File: config.mk
export PLATFORM = sky130hd
export DESIGN_NAME = wb_timer_flat
export DESIGN_NICKNAME = d
export VERILOG_FILES = /design/src/rtl/wb_timer_if.sv /design/src/rtl/wb_timer.sv /design/src/flat_wrapper.sv
export SDC_FILE = /design/constraint.sdc
export NUM_CORES = 1
export LEC_CHECK = 0
export ABC_AREA = 1
export BUFFER_PORTS_ARGS = -buffer_cell sky130_fd_sc_hd__buf_2
export CAP_MARGIN = 20
export CORE_UTILIZATION = 50
export CTS_CLUSTER_DIAMETER = 150
export DETAILED_ROUTE_END_ITERATION = 6
export PLACE_DENSITY_LB_ADDON = 0.25
export SLEW_MARGIN = 10
export SYNTH_ARGS = -nofsm -noshare
export SYNTH_HDL_FRONTEND = slang
export SYNTH_SLANG_ARGS = --single-unit
File: constraint.sdc
create_clock -name clk -period 6.7 [get_ports clk]
set_input_delay 0.335 -clock clk [delete_from_list [all_inputs] [get_ports clk]]
set_output_delay 0.335 -clock clk [all_outputs]
set_load 0.02 [all_outputs]
File: src/rtl/wb_timer_if.sv
// Pipelined Wishbone bus bundle shared by a master and one slave slot.
// Members: cyc/stb/we/adr/sel/dat_m come from the master; dat_s/ack/stall/err come from the slave.
// No state here; timing and flow control are defined by the endpoints.
interface wb_if;
    logic        cyc;
    logic        stb;
    logic        we;
    logic [31:0] adr;
    logic [3:0]  sel;
    logic [31:0] dat_m;
    logic [31:0] dat_s;
    logic        ack;
    logic        stall;
    logic        err;

    modport master (
        output cyc, stb, we, adr, sel, dat_m,
        input  dat_s, ack, stall, err
    );

    modport slave (
        input  cyc, stb, we, adr, sel, dat_m,
        output dat_s, ack, stall, err
    );
endinterface

File: src/rtl/wb_timer.sv
// Machine timer (64-bit mtime/mtimecmp, prescaler, enable) on a pipelined Wishbone slave.
// Latency: ack and read data one cycle after cyc&&stb is sampled; irq_timer registered one cycle.
// Backpressure: none; stall is tied low and a request is accepted every cycle.
// Ports: clk, rst (async active-high), wb (wb_if.slave), irq_timer (level interrupt).
// Register map on adr[11:2]: 0x00/0x04 mtime lo/hi, 0x08/0x0C mtimecmp lo/hi,
// 0x10 prescale, 0x14 ctrl (bit0 enable); other offsets read 0 and ignore writes.
module wb_timer #(
    parameter int prescale_width = 16
) (
    input  logic clk,
    input  logic rst,
    wb_if.slave  wb,
    output logic irq_timer
);

    localparam logic [9:0] reg_mtime_lo    = 10'd0;
    localparam logic [9:0] reg_mtime_hi    = 10'd1;
    localparam logic [9:0] reg_mtimecmp_lo = 10'd2;
    localparam logic [9:0] reg_mtimecmp_hi = 10'd3;
    localparam logic [9:0] reg_prescale    = 10'd4;
    localparam logic [9:0] reg_ctrl        = 10'd5;

    logic [63:0]               mtime;
    logic [63:0]               mtimecmp;
    logic [prescale_width-1:0] prescale;
    logic [prescale_width-1:0] pcnt;
    logic                      enable;

    logic        req;
    logic        wr;
    logic [9:0]  idx;
    logic        tick;
    logic        pcnt_clr;
    logic [63:0] mtime_inc;
    logic [63:0] mtime_nxt;
    logic [63:0] mtimecmp_nxt;
    logic [31:0] rdata;

    // Base address and byte offset within a word are resolved by the interconnect.
    logic unused_adr;
    assign unused_adr = ^{wb.adr[31:12], wb.adr[1:0]};

    function automatic logic [31:0] merge(input logic [31:0] old_v,
                                          input logic [31:0] new_v,
                                          input logic [3:0]  be);
        logic [31:0] res;
        for (int b = 0; b < 4; b++) begin
            res[8*b +: 8] = be[b] ? new_v[8*b +: 8] : old_v[8*b +: 8];
        end
        return res;
    endfunction

    assign req       = wb.cyc && wb.stb;
    assign wr        = req && wb.we;
    assign idx       = wb.adr[11:2];
    assign wb.stall  = 1'b0;
    assign wb.err    = 1'b0;

    assign tick      = enable && (pcnt == prescale);
    assign mtime_inc = mtime + {63'd0, tick};
    assign pcnt_clr  = wr && ((idx == reg_prescale) || (idx == reg_ctrl));

    // Read value is the pre-update register contents, so a read that lands
    // on a tick returns the pre-tick mtime.
    always_comb begin
        rdata = 32'd0;
        case (idx)
            reg_mtime_lo:    rdata = mtime[31:0];
            reg_mtime_hi:    rdata = mtime[63:32];
            reg_mtimecmp_lo: rdata = mtimecmp[31:0];
            reg_mtimecmp_hi: rdata = mtimecmp[63:32];
            reg_prescale:    rdata = 32'(prescale);
            reg_ctrl:        rdata = {31'd0, enable};
            default:         rdata = 32'd0;
        endcase
    end

    // Written bytes override the incremented mtime; unwritten bytes keep the
    // tick, and the 64-bit add carries lo into hi in the same cycle.
    always_comb begin
        mtime_nxt    = mtime_inc;
        mtimecmp_nxt = mtimecmp;
        if (wr) begin
            case (idx)
                reg_mtime_lo:    mtime_nxt[31:0]     = merge(mtime_inc[31:0], wb.dat_m, wb.sel);
                reg_mtime_hi:    mtime_nxt[63:32]    = merge(mtime_inc[63:32], wb.dat_m, wb.sel);
                reg_mtimecmp_lo: mtimecmp_nxt[31:0]  = merge(mtimecmp[31:0], wb.dat_m, wb.sel);
                reg_mtimecmp_hi: mtimecmp_nxt[63:32] = merge(mtimecmp[63:32], wb.dat_m, wb.sel);
                default: ;
            endcase
        end
    end

    always_ff @(posedge clk or posedge rst) begin
        if (rst) begin
            mtime     <= 64'd0;
            mtimecmp  <= 64'hFFFF_FFFF_FFFF_FFFF;
            prescale  <= '0;
            enable    <= 1'b0;
            pcnt      <= '0;
            wb.ack    <= 1'b0;
            wb.dat_s  <= 32'd0;
            irq_timer <= 1'b0;
        end else begin
            mtime    <= mtime_nxt;
            mtimecmp <= mtimecmp_nxt;

            if (wr && (idx == reg_prescale)) begin
                prescale <= prescale_width'(merge(32'(prescale), wb.dat_m, wb.sel));
            end
            if (wr && (idx == reg_ctrl) && wb.sel[0]) begin
                enable <= wb.dat_m[0];
            end

            // A reprogrammed prescale or ctrl restarts the tick phase.
            if (pcnt_clr || tick) begin
                pcnt <= '0;
            end else if (enable) begin
                pcnt <= pcnt + prescale_width'(1);
            end

            wb.ack   <= req;
            wb.dat_s <= req ? rdata : 32'd0;

            // Compare on current values: irq follows state changes by one cycle.
            irq_timer <= enable && (mtime >= mtimecmp);
        end
    end

endmodule

File: src/flat_wrapper.sv
// flat-port wrapper written by rule: the top's interface ports become plain ports
module wb_timer_flat 
#(
    parameter int prescale_width = 16
)
  (clk, rst, irq_timer, wb_cyc, wb_stb, wb_we, wb_adr, wb_sel, wb_dat_m, wb_dat_s, wb_ack, wb_stall, wb_err);
  wb_if wb_i ();
  input  logic clk;
  input  logic rst;
  output logic irq_timer;
  input wire logic [$bits(wb_i.cyc)-1:0] wb_cyc;
  input wire logic [$bits(wb_i.stb)-1:0] wb_stb;
  input wire logic [$bits(wb_i.we)-1:0] wb_we;
  input wire logic [$bits(wb_i.adr)-1:0] wb_adr;
  input wire logic [$bits(wb_i.sel)-1:0] wb_sel;
  input wire logic [$bits(wb_i.dat_m)-1:0] wb_dat_m;
  output wire logic [$bits(wb_i.dat_s)-1:0] wb_dat_s;
  output wire logic [$bits(wb_i.ack)-1:0] wb_ack;
  output wire logic [$bits(wb_i.stall)-1:0] wb_stall;
  output wire logic [$bits(wb_i.err)-1:0] wb_err;
  assign wb_i.cyc = wb_cyc;
  assign wb_i.stb = wb_stb;
  assign wb_i.we = wb_we;
  assign wb_i.adr = wb_adr;
  assign wb_i.sel = wb_sel;
  assign wb_i.dat_m = wb_dat_m;
  assign wb_dat_s = wb_i.dat_s;
  assign wb_ack = wb_i.ack;
  assign wb_stall = wb_i.stall;
  assign wb_err = wb_i.err;
  wb_timer #(.prescale_width(prescale_width)) u_core (.clk(clk), .rst(rst), .wb(wb_i), .irq_timer(irq_timer));
endmodule
==> results.cfg, run 1 <==
[setup_path]
path_delay_family = simple AND/OR/NAND/NOR gates
crit_chain = nand4_1 -> nor4_1 -> and2_1 -> ha_1 -> ha_1 -> nand2_2 -> nor2_4 -> nand2_4 -> nor2_8 -> nand2_1 -> nor2_1 -> nand4_1 -> nand3_1 -> nand2_1
cp-end-kind = flop
max_stage_delay_ps = 770
crit_buf_inv = 0
start_kind = flop
critical_path_class = flop to flop
critPathSlowestCell = dfrtp_1
cp.arrival_ps = 3740
cp_max_fo = 17
worst-endpoint-required_ps = 7030

[layout]
final.fill_count = 2485
fin_nets = 1997
multiInputGateArea_um2 = 6660
area_growth_syn_to_layout_pct = 10.0
finalNonFillerCells = 2200
diodes = 0
fin_util_pct = 56.0
drive_above_1_share_pct = 13.3
seq_area_um2 = 4960

[route]
top_layer_used = met4
drt_iter0_drc = 1209
wl_met3_um = 2200
vias = 12200
avgViaCountPerCell = 5.57
first_pass_iters = 5
wl_met2_um = 20300
drc = 0
ant_nets = 0
drt_wl_total_um = 42200
wl_per_cell_um = 19.2
wl_met1_um = 18100

[clock_tree]
numCtsBuffers = 17
ctsResizeCount = 0
cts.reportedPaths.clkPinSlew_ps = 80
cts.sinks = 195
worstSkewPairLatency_ps = 450
post_cts_buffers = 0
htreeDepth = 4
clock-root-buffer = clkbuf_16
hold_buffers = 0
cts_tree = yes
cts_buffer_depth = 2

[logic_synthesis]
synth_area_leader_cell = dfrtp_1
synth_area_per_cell_um2 = 7.18
synth.most_common_cell = nand2_1
seq_area_frac_synth_pct = 38.8
synth_area_um2 = 12800
synth_edf_count = 0
ys_dominant_reg_cell = dfrtp_1
synth.top_cell.area_share_pct = 25.6
synthCells = 1780
synth_cell_types = 46
synth_warnings = 0
synth.area.top_cells = dfrtp_1 (26%), nand2_1 (14%), dfstp_2 (13%)
ys_seq_elements = 195
synth_common_cells = nand2_1 (484), inv_1 (255), nor2_1 (198)
synthArstFlopShare_pct = 100

[min_path]
hp-class = input port to async pin

[floorplan]
coreArea_um2 = 25100
start_util_pct = 50.9
die_h_um = 162
ioPinCount = 109
die_w_um = 162
dieArea_um2 = 26200
std_cell_rows = 58

[timing]
hold_viol = 0
tightest_slew_ps = 982
finalClockSkew_ps = 21.0
finalCriticalPeriod_ps = 3410
report.final.slew_viol_count = 0
final.setup.tns_ps = 0
rsz0062_at_grt = false
max_freq_mhz = 293
setup_viol = 0
slew_headroom_pct = 34.5
fin_crit_sh_pct = 50.9

[placement]
place_inst = 2168
numPortBuffers = 84
routabilityCongestion = 1.01
dp_hpwl_um = 32500

[global_route]
grt_usage_pct = 33.0
grt_pass1_vias = 11800
overflow = 0
grt_max_degree = 132
antenna_found_initial = 0
grt_pass1_wl_um = 65500

[status]
status = completed

[job]
cap_violations = 0

[power_and_ir_drop]
leakagePower_nw = 6.20
ir_worst_vdd_v = 0.000125
power_density_nw_per_um2 = 164
worst paths after layout:
check / startpoint / endpoint / depth (start not counted) / slack [ps]
hold reg to reg: u_core.mtimecmp[37] / u_core.mtimecmp[37] / 2 / 480
setup / recovery: u_core.enable / u_core.mtime[58] / 14 / 3290
hold / removal: rst / u_core.wb.dat_s[22] / 2 / 20
max in group asynchronous: rst / u_core.mtime[60] / 3 / 5270
min in group clk: wb_dat_m[26] / u_core.mtime[58] / 3 / 120
setup reg to reg: u_core.enable / u_core.mtime[58] / 14 / 3290
metal layers:
metal / global-route usage (%) / up-vias
li1: - / 5860
met4: 13.2 / 0
met2: 55.6 / 433
met5: 0 / -
met1: 42.6 / 5883
met3: 4.75 / 73
state kept, by name, indices dropped and copies added (netlist names):
signal            flops
u_core.mtime         64
u_core.enable         1
u_core.wb.dat_s      32
u_core.mtimecmp      64
u_core.pcnt          16
u_core.irq_timer      1
u_core.wb.ack         1
u_core.prescale      16
cells in the final DEF (no fill, tap or decap), types with 4 or more instances in the layout:
cell type and n:
nand3_1 81, or2_2 5, o22ai_1 35, nor2_2 10, dfrtp_1 131, nand2_2 13
nand4_1 35, o31ai_1 6, a31oi_1 7, nand2_1 484, xnor2_1 15, dfstp_2 64
inv_2 9, o21ai_0 117, inv_1 254, nor2_4 11, and2_1 4, nor2_1 198
nor4_1 6, inv_6 6, buf_2 84, xor2_1 40, buf_4 5, ha_1 67
a21oi_2 4, nor3_1 42, a21oi_1 61, o21ai_1 18, inv_8 4, nand3b_1 5
clkbuf_16 17
metrics by stage:
stage | power [W] | setup WS (ps) | hold slack, ps | area [um2]
2_1_floorplan | 0.00126 | 1160 | 452 | 12800
3_3_place_gp | 0.00130 | 3440 | 461 | 13500
3_5_place_dp | 0.00130 | 3390 | 467 | 13500
4_1_cts | 0.00231 | 3370 | 114 | 14100
5_1_grt | 0.00237 | 3140 | 100 | 14100
6_report | 0.00230 | 3290 | 17.5 | 14100
cell type report:
cell class	count	share of cell area, %
inverters	267	7.19
flip-flops and latches	195	35.3
repair buffers	89	3.26
multi-input cells	1287	47.4
clock buffers	20	3.18
well taps	330	2.94
clock inverters	12	0.801
worst reg2reg max path, stage by stage (launching register included):
cell	delay [ps]
dfrtp_1	770
nand4_1	200
nor4_1	240
and2_1	210
ha_1	260
ha_1	250
nand2_2	90
nor2_4	210
nand2_4	110
nor2_8	180
nand2_1	80
nor2_1	340
nand4_1	150
nand3_1	140
nand2_1	60
report_power, final:
| part | internal, W | leakage (nW) | switching (W) |
|---|---|---|---|
| logic | 0.0000217 | 3.58 | 0.0000695 |
| registers | 0.00118 | 2.34 | 0.00000404 |
| clock network | 0.000504 | 0.277 | 0.000521 |
cell families after synthesis:
logic type	after synthesis	share of synthesized area [%]
AO/OA/AOI/OAI	256	10.8
XOR/XNOR	55	3.77
adder cells (fa/ha/maj)	67	6.56
buffers and inverters	299	9.16
flip-flops	195	38.8
other	1	0.0293
AND/OR/NAND/NOR	907	30.8
Power figures use the tool's default switching activity.
==> run 2: changes to the inputs <==
==> constraint.sdc (replaced) <==
create_clock -name clk -period 2.94 [get_ports clk]
set_input_delay 0.147 -clock clk [delete_from_list [all_inputs] [get_ports clk]]
set_output_delay 0.147 -clock clk [all_outputs]
set_load 0.02 [all_outputs]
==> results.cfg, run 2 (synthesized netlist as in run 1, its figures left out) <==
[timing]
final.setup.tns_ps = 0
report.final.slew_viol_count = 0
finalClockSkew_ps = 14.0
whs_ps = 0.213
hold_viol = 0
slew_headroom_pct = 29.1
tightest_slew_ps = 1060
finalCriticalPeriod_ps = 2890
max_freq_mhz = 346
setup_viol = 0
rsz0062_at_grt = true
fin_crit_sh_pct = 98.2

[global_route]
grt_pass1_vias = 12200
overflow = 0
grt_usage_pct = 33.3
antenna_found_initial = 0
grt_pass1_wl_um = 66400
grt_max_degree = 130

[layout]
finalNonFillerCells = 2273
drive_above_1_share_pct = 16.5
stdcell_area_um2 = 14900
diodes = 0
seq_area_um2 = 4960
multiInputGateArea_um2 = 6790
fin_util_pct = 59.2
area_growth_syn_to_layout_pct = 16.3
mostFrequentLayoutCell = nand2_1
reg.largest.list = u_core.mtime: 64 flops, u_core.mtimecmp: 64 flops, u_core.wb.dat_s: 32 flops
final.fill_count = 2424
final_cell_mix = nand2_1 (478), inv_1 (253), nor2_1 (193)
fin_nets = 2070

[power_and_ir_drop]
p_switching_w = 0.00141
ir_worst_vdd_v = 0.000277
p_int_w = 0.00399
p_comb_share_pct = 4.4
leakagePower_nw = 6.64
power_density_nw_per_um2 = 363
power.share.clock_pct = 45.5
power_frac_seq_pct = 50.1
swShare_pct = 26.1

[floorplan]
die_h_um = 162
start_util_pct = 50.9
die_w_um = 162
std_cell_rows = 58
dieArea_um2 = 26200
coreArea_um2 = 25100
ioPinCount = 109

[min_path]
hp-class = input port to flop
holdPathStages = 4
hold_end = u_core.mtime[53]
min-delay-start = wb_dat_m[21]

[setup_path]
r2r_setup_slack_ps = 50
reg2regPathDepth = 17
r2r-start = u_core.prescale[12]
cp.arrival_ps = 3230
cp-startpoint = u_core.prescale[12]
max_stage_delay_ps = 420
worst-endpoint-required_ps = 3280
cp_max_fo = 6
crit_chain = xnor2_1 -> buf_4 -> nand4_1 -> nor4_1 -> and2_1 -> ha_4 -> ha_4 -> nand2_4 -> nor2_4 -> nand2_4 -> nor2_8 -> nand2_4 -> nor2_4 -> nand2_2 -> xor2_1 -> nand2_1 -> nand2_1
rr_endpoint = u_core.mtime[44]
critical_path_class = flop to flop
critPathSlowestCell = dfrtp_1
start_kind = flop
cp-end-kind = flop
cpMostUsedCell = nand2_4

[job]
cap_violations = 0

[clock_tree]
cts.reportedPaths.clkPinSlew_ps = 80
cts_tree = yes
cts_buffer_depth = 2
worstSkewPairLatency_ps = 450
htreeDepth = 4
clock-root-buffer = clkbuf_16
cts.sinks = 195
numCtsBuffers = 17

[route]
first_pass_iters = 6
drt_iter0_drc = 1320
drc = 0
ant_nets = 0
drt_wl_total_um = 43100
wl_per_cell_um = 19.0
avgViaCountPerCell = 5.52
vias = 12500

[placement]
routabilityCongestion = 0.973
dp_hpwl_um = 33000
place_inst = 2209
numPortBuffers = 84
place_area_um2 = 13800

[status]
status = completed
run 2: changes by cell type in the layout (fill, tap and decap cells not counted), sizes merged:
cell,delta
clkinvlp,+1
clkbuf,-2
buf,+53
inv,-2
dlygate4sd3,+20
bufinv,+1
clkinv,+2
run 2: timing repair:
item | CTS | global route
pin swaps | 0 | 20
setup endpoints to repair | 2 | 39
buffers inserted | 0 | 12
endpoints found under the hold margin | 105 | 0
gates resized for setup | 1 | 36
hold buffers | 20 | 0
run 2: metrics by stage:
stage               worst slack (ps)  power, W
floorplan                        327   0.00286
global placement                87.9   0.00296
detailed placement              52.6   0.00297
CTS                             19.9   0.00542
global route                   -83.3   0.00552
finish                          52.5   0.00539
run 2: layer usage:
metal	part of all wire (%)	vias to the layer above	track usage [%]
met5	0	-	0
li1	-	6011	-
met1	42	5931	42.4
met2	49	487	56.3
met4	3.7	0	15.7
met3	5.6	107	4.21
run 2: power groups by stage:
stage | Clock (W) | Sequential (W) | Combinational, W
floorplan | 0 | 0.00275 | 0.000112
global placement | 0 | 0.00275 | 0.000213
detailed placement | 0 | 0.00275 | 0.000216
CTS | 0.00248 | 0.00270 | 0.000237
global route | 0.00256 | 0.00270 | 0.000262
finish | 0.00245 | 0.00270 | 0.000238
run 2: worst max path at each step:
stage                             endpoint  slack, ps  cells past startpoint
final                     u_core.mtime[44]         50                     17
after global routing      u_core.mtime[44]        -80                     17
after CTS                 u_core.mtime[30]         20                     17
after detailed placement  u_core.mtime[62]         50                     19
after global placement    u_core.mtime[62]         90                     19
after floorplan              u_core.enable        330                      1
run 2: final cells by class:
class                           instances  area share (%)
Clock buffer                           18            2.89
Multi-Input combinational cell       1287            45.7
Sequential cell                       195            33.4
Timing Repair Buffer                  162            7.41
Tap cell                              330            2.78
Clock inverter                         14            1.13
Inverter                              267            6.78
run 2: worst max-delay path, delay by kind of cell (launching register included):
kind	cells	cell delay, ps
xor+xnor	2	330
fa+ha+maj	2	310
buf+inv	1	160
flops	1	420
simple gates	12	1550
